## config.mk

```make
export PLATFORM = sky130hd
export DESIGN_NAME = pulse_train_flat
export DESIGN_NICKNAME = d
export VERILOG_FILES = /design/src/rtl/pulse_train_if.sv /design/src/rtl/pulse_train.sv /design/src/flat_wrapper.sv
export SDC_FILE = /design/constraint.sdc
export NUM_CORES = 1
export LEC_CHECK = 0
export CAP_MARGIN = 20
export CORE_ASPECT_RATIO = 0.7
export CORE_UTILIZATION = 55
export CTS_CLUSTER_SIZE = 8
export DETAILED_ROUTE_END_ITERATION = 8
export DONT_BUFFER_PORTS = 1
export GPL_TIMING_DRIVEN = 0
export PLACE_DENSITY = 0.69
export SYNTH_ARGS = -nofsm -noshare
export SYNTH_HDL_FRONTEND = slang
export SYNTH_SLANG_ARGS = --single-unit
```

## constraint.sdc

```tcl
create_clock -name clock -period 4.3 [get_ports clock]
set_clock_uncertainty 0.15 [all_clocks]
set_input_delay 0.86 -clock clock [delete_from_list [all_inputs] [get_ports clock]]
set_output_delay 0.86 -clock clock [all_outputs]
set_load 0.005 [all_outputs]
```

## src/rtl/pulse_train_if.sv

```systemverilog
// Control and status bundle for pulse_train: sequence request/config in, pulse and status out.
interface pulse_train_if #(
  parameter int W = 8
);
  logic         start;
  logic         stop;
  logic [1:0]   mode;
  logic [W-1:0] high_len;
  logic [W-1:0] low_len;
  logic [W-1:0] burst_cnt;
  logic         signal;
  logic         busy;
  logic         done;

  modport master (
    output start, stop, mode, high_len, low_len, burst_cnt,
    input  signal, busy, done
  );

  modport slave (
    input  start, stop, mode, high_len, low_len, burst_cnt,
    output signal, busy, done
  );
endinterface

```

## src/rtl/pulse_train.sv

```systemverilog
// One-shot / periodic / burst pulse generator; config latched at start, signal rises one cycle after start.
// stop aborts at the sampling edge; done strobes once on every return to IDLE except via reset.
module pulse_train #(
  parameter int W = 8
) (
  input logic          clock,
  input logic          reset_n,
  pulse_train_if.slave bus
);

  localparam logic [1:0] IDLE = 2'd0;
  localparam logic [1:0] HIGH = 2'd1;
  localparam logic [1:0] LOW  = 2'd2;

  localparam logic [1:0] MODE_PERIODIC = 2'b01;
  localparam logic [1:0] MODE_BURST    = 2'b10;

  logic [1:0]   state, state_nxt;
  logic [1:0]   mode_q;
  logic [W-1:0] hl_q, ll_q;
  logic [W-1:0] cnt, cnt_nxt;
  logic [W-1:0] left, left_nxt;
  logic         sig_q;
  logic         done_q;
  logic         accept;
  logic         cnt_last;

  // Zero lengths/counts behave as one.
  function automatic logic [W-1:0] nz(input logic [W-1:0] v);
    return (v == '0) ? W'(1) : v;
  endfunction

  assign accept   = (state == IDLE) && bus.start && !bus.stop;
  assign cnt_last = (cnt == W'(1));

  always_comb begin
    state_nxt = state;
    cnt_nxt   = cnt;
    left_nxt  = left;
    case (state)
      IDLE: begin
        if (accept) begin
          state_nxt = HIGH;
          cnt_nxt   = nz(bus.high_len);
          left_nxt  = nz(bus.burst_cnt);
        end
      end
      HIGH: begin
        if (bus.stop) begin
          state_nxt = IDLE;
        end else if (cnt_last) begin
          case (mode_q)
            MODE_PERIODIC: begin
              state_nxt = LOW;
              cnt_nxt   = ll_q;
            end
            MODE_BURST: begin
              // The final pulse of a burst has no trailing LOW phase.
              if (left == W'(1)) begin
                state_nxt = IDLE;
              end else begin
                state_nxt = LOW;
                cnt_nxt   = ll_q;
                left_nxt  = left - W'(1);
              end
            end
            default: state_nxt = IDLE;
          endcase
        end else begin
          cnt_nxt = cnt - W'(1);
        end
      end
      LOW: begin
        if (bus.stop) begin
          state_nxt = IDLE;
        end else if (cnt_last) begin
          state_nxt = HIGH;
          cnt_nxt   = hl_q;
        end else begin
          cnt_nxt = cnt - W'(1);
        end
      end
      default: state_nxt = IDLE;
    endcase
  end

  always_ff @(posedge clock or negedge reset_n) begin
    if (!reset_n) begin
      state  <= IDLE;
      mode_q <= '0;
      hl_q   <= '0;
      ll_q   <= '0;
      cnt    <= '0;
      left   <= '0;
      sig_q  <= 1'b0;
      done_q <= 1'b0;
    end else begin
      state  <= state_nxt;
      cnt    <= cnt_nxt;
      left   <= left_nxt;
      sig_q  <= (state_nxt == HIGH);
      done_q <= (state != IDLE) && (state_nxt == IDLE);
      if (accept) begin
        mode_q <= bus.mode;
        hl_q   <= nz(bus.high_len);
        ll_q   <= nz(bus.low_len);
      end
    end
  end

  assign bus.signal = sig_q;
  assign bus.busy   = (state != IDLE);
  assign bus.done   = done_q;

endmodule

```

## src/flat_wrapper.sv

```systemverilog
// flat-port wrapper written by rule: the top's interface ports become plain ports
module pulse_train_flat 
#(
  parameter int W = 8
)
  (clock, reset_n, bus_start, bus_stop, bus_mode, bus_high_len, bus_low_len, bus_burst_cnt, bus_signal, bus_busy, bus_done);
  pulse_train_if #(.W(W)) bus_i ();
  input logic clock;
  input logic reset_n;
  input wire logic [$bits(bus_i.start)-1:0] bus_start;
  input wire logic [$bits(bus_i.stop)-1:0] bus_stop;
  input wire logic [$bits(bus_i.mode)-1:0] bus_mode;
  input wire logic [$bits(bus_i.high_len)-1:0] bus_high_len;
  input wire logic [$bits(bus_i.low_len)-1:0] bus_low_len;
  input wire logic [$bits(bus_i.burst_cnt)-1:0] bus_burst_cnt;
  output wire logic [$bits(bus_i.signal)-1:0] bus_signal;
  output wire logic [$bits(bus_i.busy)-1:0] bus_busy;
  output wire logic [$bits(bus_i.done)-1:0] bus_done;
  assign bus_i.start = bus_start;
  assign bus_i.stop = bus_stop;
  assign bus_i.mode = bus_mode;
  assign bus_i.high_len = bus_high_len;
  assign bus_i.low_len = bus_low_len;
  assign bus_i.burst_cnt = bus_burst_cnt;
  assign bus_signal = bus_i.signal;
  assign bus_busy = bus_i.busy;
  assign bus_done = bus_i.done;
  pulse_train #(.W(W)) u_core (.clock(clock), .reset_n(reset_n), .bus(bus_i));
endmodule
```

==> run summary, run 1 <==
Status = completed
Initial antenna violation count = 0
H-tree Lvls = 2
Unrepaired setup endpoints after global routing = false
Post-layout net count = 289
Cell accounting for the most synthesized area = dfrtp_1
Register bit total from synthesis = 38
Root buffer cell = clkbuf_8
RePlAce Congestion = 0.883
Port bufs = 0
CTS clk-pin slew, worst paths = 80 ps
FMAX = 371 MHz
Cell mode on critical path = a21oi_1
Skew-Pair Late Insertion Delay = 290 ps
First-pass GRT wire length = 9370 um
Count leader, synth = dfrtp_1
Hold_buf cts = 0
Fin area = 2500 um^2
Worst path required time = 4290 ps
Vias/cell = 6.47
CP max stage delay = 500 ps
WL/cell = 18.8 um
Via count = 1,955
Clock Sinks = 38
Syn-to-layout area delta = 6.66%
Worst hold path type = in -> async
Vias in the first global route = 1,907
Unique masters post-synth = 50
Routed Wire Length = 5680 um
Synthesized cell area = 2350 um^2
Worst path bufs/invs = 3
Total core area = 3990 um^2
Initial DRT Pass Iterations = 5
Worst-Margin Slew = 808 ps
Post-synth EDFFs = 0
Final worst-path cycle share = 0.627
Antenna diodes = 0
Leakage = 0.982 nW
Site row count = 19
CP max FO = 10
Die area = 4540 um^2
Main synth FF type = dfrtp_1
Die Wd = 80.1 um
Peak supply drop = 0.000324 V
Register area = 951 um^2
Layout cells sized above 1 = 0.132
CP Capture Type = flip-flop
Fillcell total = 334
Mapped Nets = 282
Post CTS Setup Buffer Count = 0
DR iter-0 viols = 114
Family with the most delay on the worst path = compound AO/OA/AOI/OAI gates
Final Max Slew Viols = 0
Placement Cell Area = 2410 um^2
GRT Total Usage = 0.279
Setup_tns = 0 ps
Kind of critical path = reg -> reg
CTS max path bufs = 2
Final core utilization = 0.627
CTS buffer count = 5
Syn_area_per_cell = 9.70 um^2
Final setup vio count = 0
Total global routing overflow = 0
Ys Warns = 0
Tmin final = 2700 ps
Hold WS = 103 ps
DRC violation count after routing = 0
Register area share after synthesis = 0.405
Pwr Total = 1.73 mW
Hold Vio Cnt, Final = 0
Resize count post-CTS = 0
Crit path max-delay cell type = o31ai_1
Synth top area cells = dfrtp_1, mux2_2, ha_1
Largest net degree at the start of global routing = 39
Crit-path cells = inv_1 > ha_1 > or4b_1 > buf_2 > clkbuf_1 > o31ai_1 > a221oi_1 > a21oi_1 > a21oi_1
ANT nets after route = 0
Initial Util = 0.588
FFs w/ async S/R, synth = 1.00
Critical Path Start Type = flip-flop
Die Y = 56.7 um
CP arrival = 2690 ps
I/O pin cnt = 33
Area occupied by multi-input gates = 1270 um^2
Pwr per Cell Area = 689 nW/um^2
CTS tree = yes
Max Cap Viol = 0
Post-Synthesis Cells = 242
Dpl hpwl = 4190 um
Commonest cells in the synthesized netlist = dfrtp_1, o21ai_0, mux2_2
Headroom to the max-slew limit = 0.457
Post-synth top area share = 0.405
layer usage:
| layer | track usage | part of all wire | wire length [um] |
|---|---|---|---|
| met4 | 0.0867 | 0.010 | 57 |
| met2 | 0.380 | 0.41 | 2320 |
| met3 | 0.0715 | 0.095 | 541 |
| met5 | 0 | 0 | 0 |
| met1 | 0.429 | 0.49 | 2760 |
flip-flops by register name, indices dropped and copies added (netlist names):
| signal | flops |
|---|---|
| u_core.bus.signal | 1 |
| u_core.ll_q | 8 |
| u_core.hl_q | 8 |
| u_core.cnt | 8 |
| u_core.bus.done | 1 |
| u_core.state | 2 |
| u_core.mode_q | 2 |
| u_core.left | 8 |
stage by stage:
step           setup WS, ps  instances
2_1_floorplan          1870        242
3_3_place_gp           1680        294
3_5_place_dp           1660        294
4_1_cts                1640        302
5_1_grt                1470        302
6_report               1600        302
placed cells by master (no fill, tap or decap), types with 6 or more instances in the layout:
cell      netlist  final
nor2_1         12     12
a21oi_1        13     13
clkbuf_8        0      6
clkbuf_1       11     12
nor3_1          9      9
dfrtp_1        38     38
nand2_1        12     12
o21ai_0        19     19
ha_1           10     10
mux2_2         17     17
o31ai_1        12     12
inv_1          16     16
or3_1           7      7
worst paths after layout:
| check | from | to | slack, ps | cells past startpoint |
|---|---|---|---|---|
| worst max register to register | u_core.cnt[1] | u_core.cnt[7] | 1600 | 9 |
| worst min-delay path | reset_n | u_core.cnt[7] | 100 | 0 |
| worst min register to register | u_core.left[1] | u_core.left[1] | 340 | 1 |
| worst max-delay path | u_core.cnt[1] | u_core.cnt[7] | 1600 | 9 |
| min in group clock | u_core.left[1] | u_core.left[1] | 340 | 1 |
| max in group asynchronous | reset_n | u_core.left[7] | 3800 | 0 |
cells by family (layout without fill, tap and decap cells):
| family | Yosys count | in the layout | share of synthesized area |
|---|---|---|---|
| AOI/OAI and AO/OA | 78 | 78 | 0.226 |
| xor gates and xnor gates | 2 | 2 | 0.00746 |
| adders and majority gates | 10 | 10 | 0.0533 |
| buffers and inverters | 30 | 38 | 0.0549 |
| DFF | 38 | 38 | 0.405 |
| muxes | 22 | 22 | 0.103 |
| and+or+nand+nor | 62 | 62 | 0.150 |
report_power, final:
part	switching, mW	total, mW	internal (mW)
Sequential	0.148	0.681	0.532
Combinational	0.455	0.786	0.330
Clock	0.131	0.260	0.130
final cells by class:
class                           count  area share
Inverter                           16      0.0240
Multi-Input combinational cell    174       0.506
Clock inverter                      1     0.00200
Clock buffer                        7      0.0345
Tap cell                           52      0.0260
Sequential cell                    38       0.380
Buffer                             14      0.0275
(Power assumes the default switching activity.)
==> inputs of run 2 (changes only) <==
==> constraint.sdc (replaced) <==
create_clock -name clock -period 2.7 [get_ports clock]
set_clock_uncertainty 0.15 [all_clocks]
set_input_delay 0.54 -clock clock [delete_from_list [all_inputs] [get_ports clock]]
set_output_delay 0.54 -clock clock [all_outputs]
set_load 0.005 [all_outputs]
==> run summary, run 2 (same netlist as run 1, synthesis figures left out) <==
Status = completed (unchanged)
CP arrival = 2620 ps (was 2690 ps)
Vias/cell = 6.51 (was 6.47)
Site row count = 19 (unchanged)
Tmin final = 2580 ps (was 2700 ps)
R2R Setup Slk = 120 ps (was 1600 ps)
DRC violation count after routing = 0 (unchanged)
Post CTS Setup Buffer Count = 0 (unchanged)
Placed instance count = 294 (unchanged)
Syn-to-layout area delta = 9.27% (was 6.66%)
Placement Setup Slack = 61.7 ps (was 1660 ps)
Kind of critical path = reg -> reg (unchanged)
Routed Wire Length = 5700 um (was 5680 um)
Cell mode on critical path = buf_6 (was a21oi_1)
Via count = 1,978 (was 1,955)
Worst-case reg-to-reg path depth = 10 (was 9)
Worst r2r dst = u_core.left[7] (was u_core.cnt[7])
CTS tree = yes (unchanged)
Final worst-path cycle share = 0.957 (was 0.627)
Crit-path cells = inv_2 > ha_1 > or4b_1 > buf_2 > or2_1 > buf_6 > buf_6 > nor4_4 > mux2i_1 > nor2_1 (was inv_1 > ha_1 > or4b_1 > buf_2 > clkbuf_1 > o31ai_1 > a221oi_1 > a21oi_1 > a21oi_1)
Worst path required time = 2730 ps (was 4290 ps)
I/O pin cnt = 33 (unchanged)
H-tree Lvls = 2 (unchanged)
Clock Sinks = 38 (unchanged)
Critical Path Start Type = flip-flop (unchanged)
Skew-Pair Late Insertion Delay = 290 ps (about the same)
Total core area = 3990 um^2 (unchanged)
Die Y = 56.7 um (unchanged)
Worst hold path type = in -> reg (was in -> async)
Die Wd = 80.1 um (unchanged)
Dpl hpwl = 4190 um (unchanged)
Total global routing overflow = 0 (unchanged)
Final setup vio count = 0 (unchanged)
WL/cell = 18.8 um (about the same)
Max Cap Viol = 0 (unchanged)
Commonest non-fill, non-tap cell in the layout = dfrtp_1 (unchanged)
Vias in the first global route = 1,912 (was 1,907)
R2R Path Start = u_core.cnt[1] (unchanged)
Fillcell total = 332 (was 334)
Initial Util = 0.588 (unchanged)
CTS clk-pin slew, worst paths = 80 ps (about the same)
CP Capture Type = flip-flop (unchanged)
FMAX = 387 MHz (was 371 MHz)
ANT nets after route = 0 (unchanged)
CTS buffer count = 5 (unchanged)
Final worst slack = 115 ps (was 1600 ps)
Post-Layout Cell Count = 304 (was 302)
CP max FO = 10 (unchanged)
Most frequent cells in the layout = dfrtp_1, o21ai_0, mux2_2 (unchanged)
GRT Total Usage = 0.279 (about the same)
Pwr per Cell Area = 1090 nW/um^2 (was 689 nW/um^2)
Crit path max-delay cell type = or4b_1 (was o31ai_1)
Hold path depth = 2
Die area = 4540 um^2 (unchanged)
DR iter-0 viols = 125 (was 114)
RePlAce Congestion = 0.883 (unchanged)
First-pass GRT wire length = 9400 um (was 9370 um)
Root buffer cell = clkbuf_8 (unchanged)
Antenna diodes = 0 (unchanged)
Worst-Margin Slew = 814 ps (was 808 ps)
Hold Crit Endpoint = u_core.cnt[6]
Port bufs = 0 (unchanged)
Initial antenna violation count = 0 (unchanged)
Peak supply drop = 0.000522 V (was 0.000324 V)
Unrepaired setup endpoints after global routing = true (was false)
Hold Vio Cnt, Final = 0 (unchanged)
Post-layout net count = 291 (was 289)
Final Max Slew Viols = 0 (unchanged)
Hold_sp = bus_high_len[6]
CP max stage delay = 410 ps (was 500 ps)
Layout cells sized above 1 = 0.155 (was 0.132)
Largest net degree at the start of global routing = 39 (unchanged)
Final core utilization = 0.643 (was 0.627)
Initial DRT Pass Iterations = 4 (was 5)
Leakage = 1.01 nW (was 0.982 nW)
Headroom to the max-slew limit = 0.454 (was 0.457)
CTS max path bufs = 2 (unchanged)
run 2: critical path: cells and delay by family (launching register included):
kind | cells | cell delay (ps)
flip-flops | 1 | 400
AND/OR/NAND/NOR | 4 | 1010
multiplexers | 1 | 230
adder cells (fa/ha/maj) | 1 | 130
buffers and inverters | 4 | 560
run 2: stage by stage:
step / TNS (ps) / instance area [um^2] / power [mW] / hold slack, ps
global route: -37.1 / 2570 / 3.01 / 228
global placement: 0 / 2410 / 2.28 / 95.1
CTS: 0 / 2530 / 2.75 / 221
floorplan: 0 / 2350 / 1.99 / 94.4
detailed placement: 0 / 2410 / 2.31 / 95.1
finish: 0 / 2570 / 2.80 / 230
run 2: how the worst max path moves through the flow:
stage,start,endpoint,slack [ps],cells past startpoint
after global placement,u_core.cnt[1],u_core.left[7],80,10
after global routing,u_core.cnt[1],u_core.left[7],-40,10
after floorplan,u_core.cnt[1],u_core.left[7],270,10
after CTS,u_core.cnt[1],u_core.left[7],40,10
final,u_core.cnt[1],u_core.left[7],120,10
after detailed placement,u_core.cnt[1],u_core.left[7],60,10
run 2: timing repair:
action / CTS / global route
endpoints found under the setup margin: 0 / 11
resized for setup: 0 / 8
hold buffers: 2 / 0
endpoints found under the hold margin: 38 / 0
run 2: final cells by class:
cell class | instances | area (um^2) | share of cell area
clock buffers | 7 | 86.3 | 0.0336
inverters | 16 | 60.1 | 0.0234
flip-flops and latches | 38 | 951 | 0.371
well taps | 52 | 65.1 | 0.0254
repair buffers | 2 | 30.0 | 0.0117
clock inverters | 1 | 5.00 | 0.00195
multi-input cells | 174 | 1300 | 0.507
plain buffers | 14 | 68.8 | 0.0268
run 2: power breakdown:
| group | internal [mW] | leakage (nW) | switching [mW] |
|---|---|---|---|
| clock network | 0.206 | 0.0482 | 0.204 |
| logic | 0.538 | 0.503 | 0.757 |
| registers | 0.848 | 0.456 | 0.245 |
run 2: routing by layer:
layer	up-vias	global-route usage	share of wire	routed length (um)
met4	0	0.0816	0.011	64
met2	77	0.383	0.42	2380
met5	-	0	0	0
met3	7	0.0683	0.077	440
met1	961	0.432	0.49	2820
li1	933	-	-	-
==> inputs of run 3 (changes only) <==
--- a/config.mk
+++ b/config.mk
@@ -16,3 +16,4 @@
 export SYNTH_ARGS = -nofsm -noshare
 export SYNTH_HDL_FRONTEND = slang
 export SYNTH_SLANG_ARGS = --single-unit
+export TNS_END_PERCENT = 5
==> run summary, run 3 (same netlist as run 1, synthesis figures left out) <==
R2R Path Start = u_core.cnt[1] (unchanged)
Most frequent cells in the layout = dfrtp_1, o21ai_0, mux2_2 (unchanged)
DRC violation count after routing = 0 (unchanged)
Worst hold path type = in -> reg (unchanged)
WL/cell = 18.8 um (about the same)
Total global routing overflow = 0 (unchanged)
Die Y = 56.7 um (unchanged)
Vias/cell = 6.56 (was 6.51)
CP Capture Type = flip-flop (unchanged)
Post-layout net count = 291 (unchanged)
CTS tree = yes (unchanged)
Die area = 4540 um^2 (unchanged)
Dpl hpwl = 4190 um (unchanged)
CP max FO = 10 (unchanged)
GRT Total Usage = 0.279 (unchanged)
Peak supply drop = 0.000523 V (was 0.000522 V)
ANT nets after route = 0 (unchanged)
CTS clk-pin slew, worst paths = 80 ps (about the same)
Largest net degree at the start of global routing = 39 (unchanged)
Placed instance count = 294 (unchanged)
WL met2 = 2400 um (was 2380 um)
Post CTS Setup Buffer Count = 0 (unchanged)
Initial antenna violation count = 0 (unchanged)
Root buffer cell = clkbuf_8 (unchanged)
CTS max path bufs = 2 (unchanged)
Worst r2r dst = u_core.left[7] (unchanged)
Skew-Pair Late Insertion Delay = 290 ps (about the same)
Commonest non-fill, non-tap cell in the layout = dfrtp_1 (unchanged)
I/O pin cnt = 33 (unchanged)
Hold Vio Cnt, Final = 0 (unchanged)
CTS buffer count = 5 (unchanged)
Critical Path Start Type = flip-flop (unchanged)
Critical Path End = u_core.left[7] (unchanged)
Placement Cell Area = 2410 um^2 (unchanged)
DR iter-0 viols = 120 (was 125)
Port bufs = 0 (unchanged)
WL met1 = 2800 um (was 2820 um)
Final setup vio count = 0 (unchanged)
Worst-case reg-to-reg path depth = 10 (unchanged)
Vias in the first global route = 1,912 (unchanged)
Hold WS = 232 ps (was 230 ps)
Final Max Slew Viols = 0 (unchanged)
R2R Setup Slk = 80 ps (was 120 ps)
Kind of critical path = reg -> reg (unchanged)
Worst path required time = 2730 ps (about the same)
Leakage = 1.01 nW (about the same)
Routed Wire Length = 5700 um (about the same)
CP startpoint = u_core.cnt[1] (unchanged)
Die Wd = 80.1 um (unchanged)
Site row count = 19 (unchanged)
Final worst-path cycle share = 0.969 (was 0.957)
WL met3 = 466 um (was 440 um)
Via count = 1,994 (was 1,978)
Pwr per Cell Area = 1090 nW/um^2 (about the same)
Status = completed (unchanged)
Headroom to the max-slew limit = 0.454 (about the same)
Initial DRT Pass Iterations = 4 (unchanged)
Uppermost routed layer = met4 (unchanged)
Initial Util = 0.588 (unchanged)
Post-Layout Cell Count = 304 (unchanged)
Worst-Margin Slew = 814 ps (about the same)
CP arrival = 2650 ps (was 2620 ps)
Max Cap Viol = 0 (unchanged)
Total core area = 3990 um^2 (unchanged)
Tmin final = 2620 ps (was 2580 ps)
Fin area = 2570 um^2 (unchanged)
H-tree Lvls = 2 (unchanged)
Syn-to-layout area delta = 9.27% (unchanged)
Layout cells sized above 1 = 0.151 (was 0.155)
Antenna diodes = 0 (unchanged)
Clock Sinks = 38 (unchanged)
RePlAce Congestion = 0.883 (unchanged)
FMAX = 382 MHz (was 387 MHz)
Unrepaired setup endpoints after global routing = true (unchanged)
First-pass GRT wire length = 9400 um (unchanged)
==> run 3: cell counts in the layout (fill, tap and decap cells not counted) <==
No cell type changed its count.
==> run 3: power by group <==
group	switching, mW	internal (mW)
combinational	0.753	0.537
clock	0.206	0.206
sequential	0.243	0.848
total	1.20	1.59
==> run 3: cell type report <==
class	instances	area, um^2
Inverter	16	60.1
Tap cell	52	65.1
Fill cell	332	1430
Multi-Input combinational cell	174	1300
Timing Repair Buffer	2	30.0
Clock inverter	1	5.00
Sequential cell	38	951
Buffer	14	68.8
Clock buffer	7	86.3
==> run 3: stage by stage <==
step / worst slack [ps] / util / setup TNS (ps) / power (mW)
4_1_cts: 40.7 / 0.635 / 0 / 2.75
5_1_grt: -75.6 / 0.643 / -87.8 / 3.01
6_report: 84.4 / 0.643 / 0 / 2.79
3_5_place_dp: 61.7 / 0.604 / 0 / 2.31
2_1_floorplan: 266 / - / 0 / 1.99
3_3_place_gp: 85.0 / 0.604 / 0 / 2.28
==> run 3: metal layers <==
layer / global-route usage / vias up
met2: 0.383 / 76
met4: 0.0816 / 0
met5: 0 / -
li1: - / 938
met3: 0.0683 / 4
met1: 0.432 / 976
==> run 3: how the worst min path moves through the flow <==
stage | cells past startpoint | startpoint | end
floorplan | 0 | reset_n | u_core.bus.done
global placement | 0 | reset_n | u_core.bus.signal
detailed placement | 0 | reset_n | u_core.bus.done
CTS | 2 | bus_high_len[6] | u_core.cnt[6]
global route | 2 | bus_high_len[6] | u_core.cnt[6]
finish | 2 | bus_high_len[6] | u_core.cnt[6]
==> run 3: repair_timing <==
action	in CTS	in global routing
hold buffers	2	0
endpoints found under the setup margin	0	11
resized for setup	0	7
hold endpoints to repair	38	0
==> run 3: critical path: stages (launching register included) <==
cell	delay [ps]
dfrtp_1	390
inv_1	110
ha_1	140
or4b_1	410
buf_2	170
or2_1	240
buf_6	150
buf_6	150
nor4_4	290
mux2i_1	230
nor2_1	70
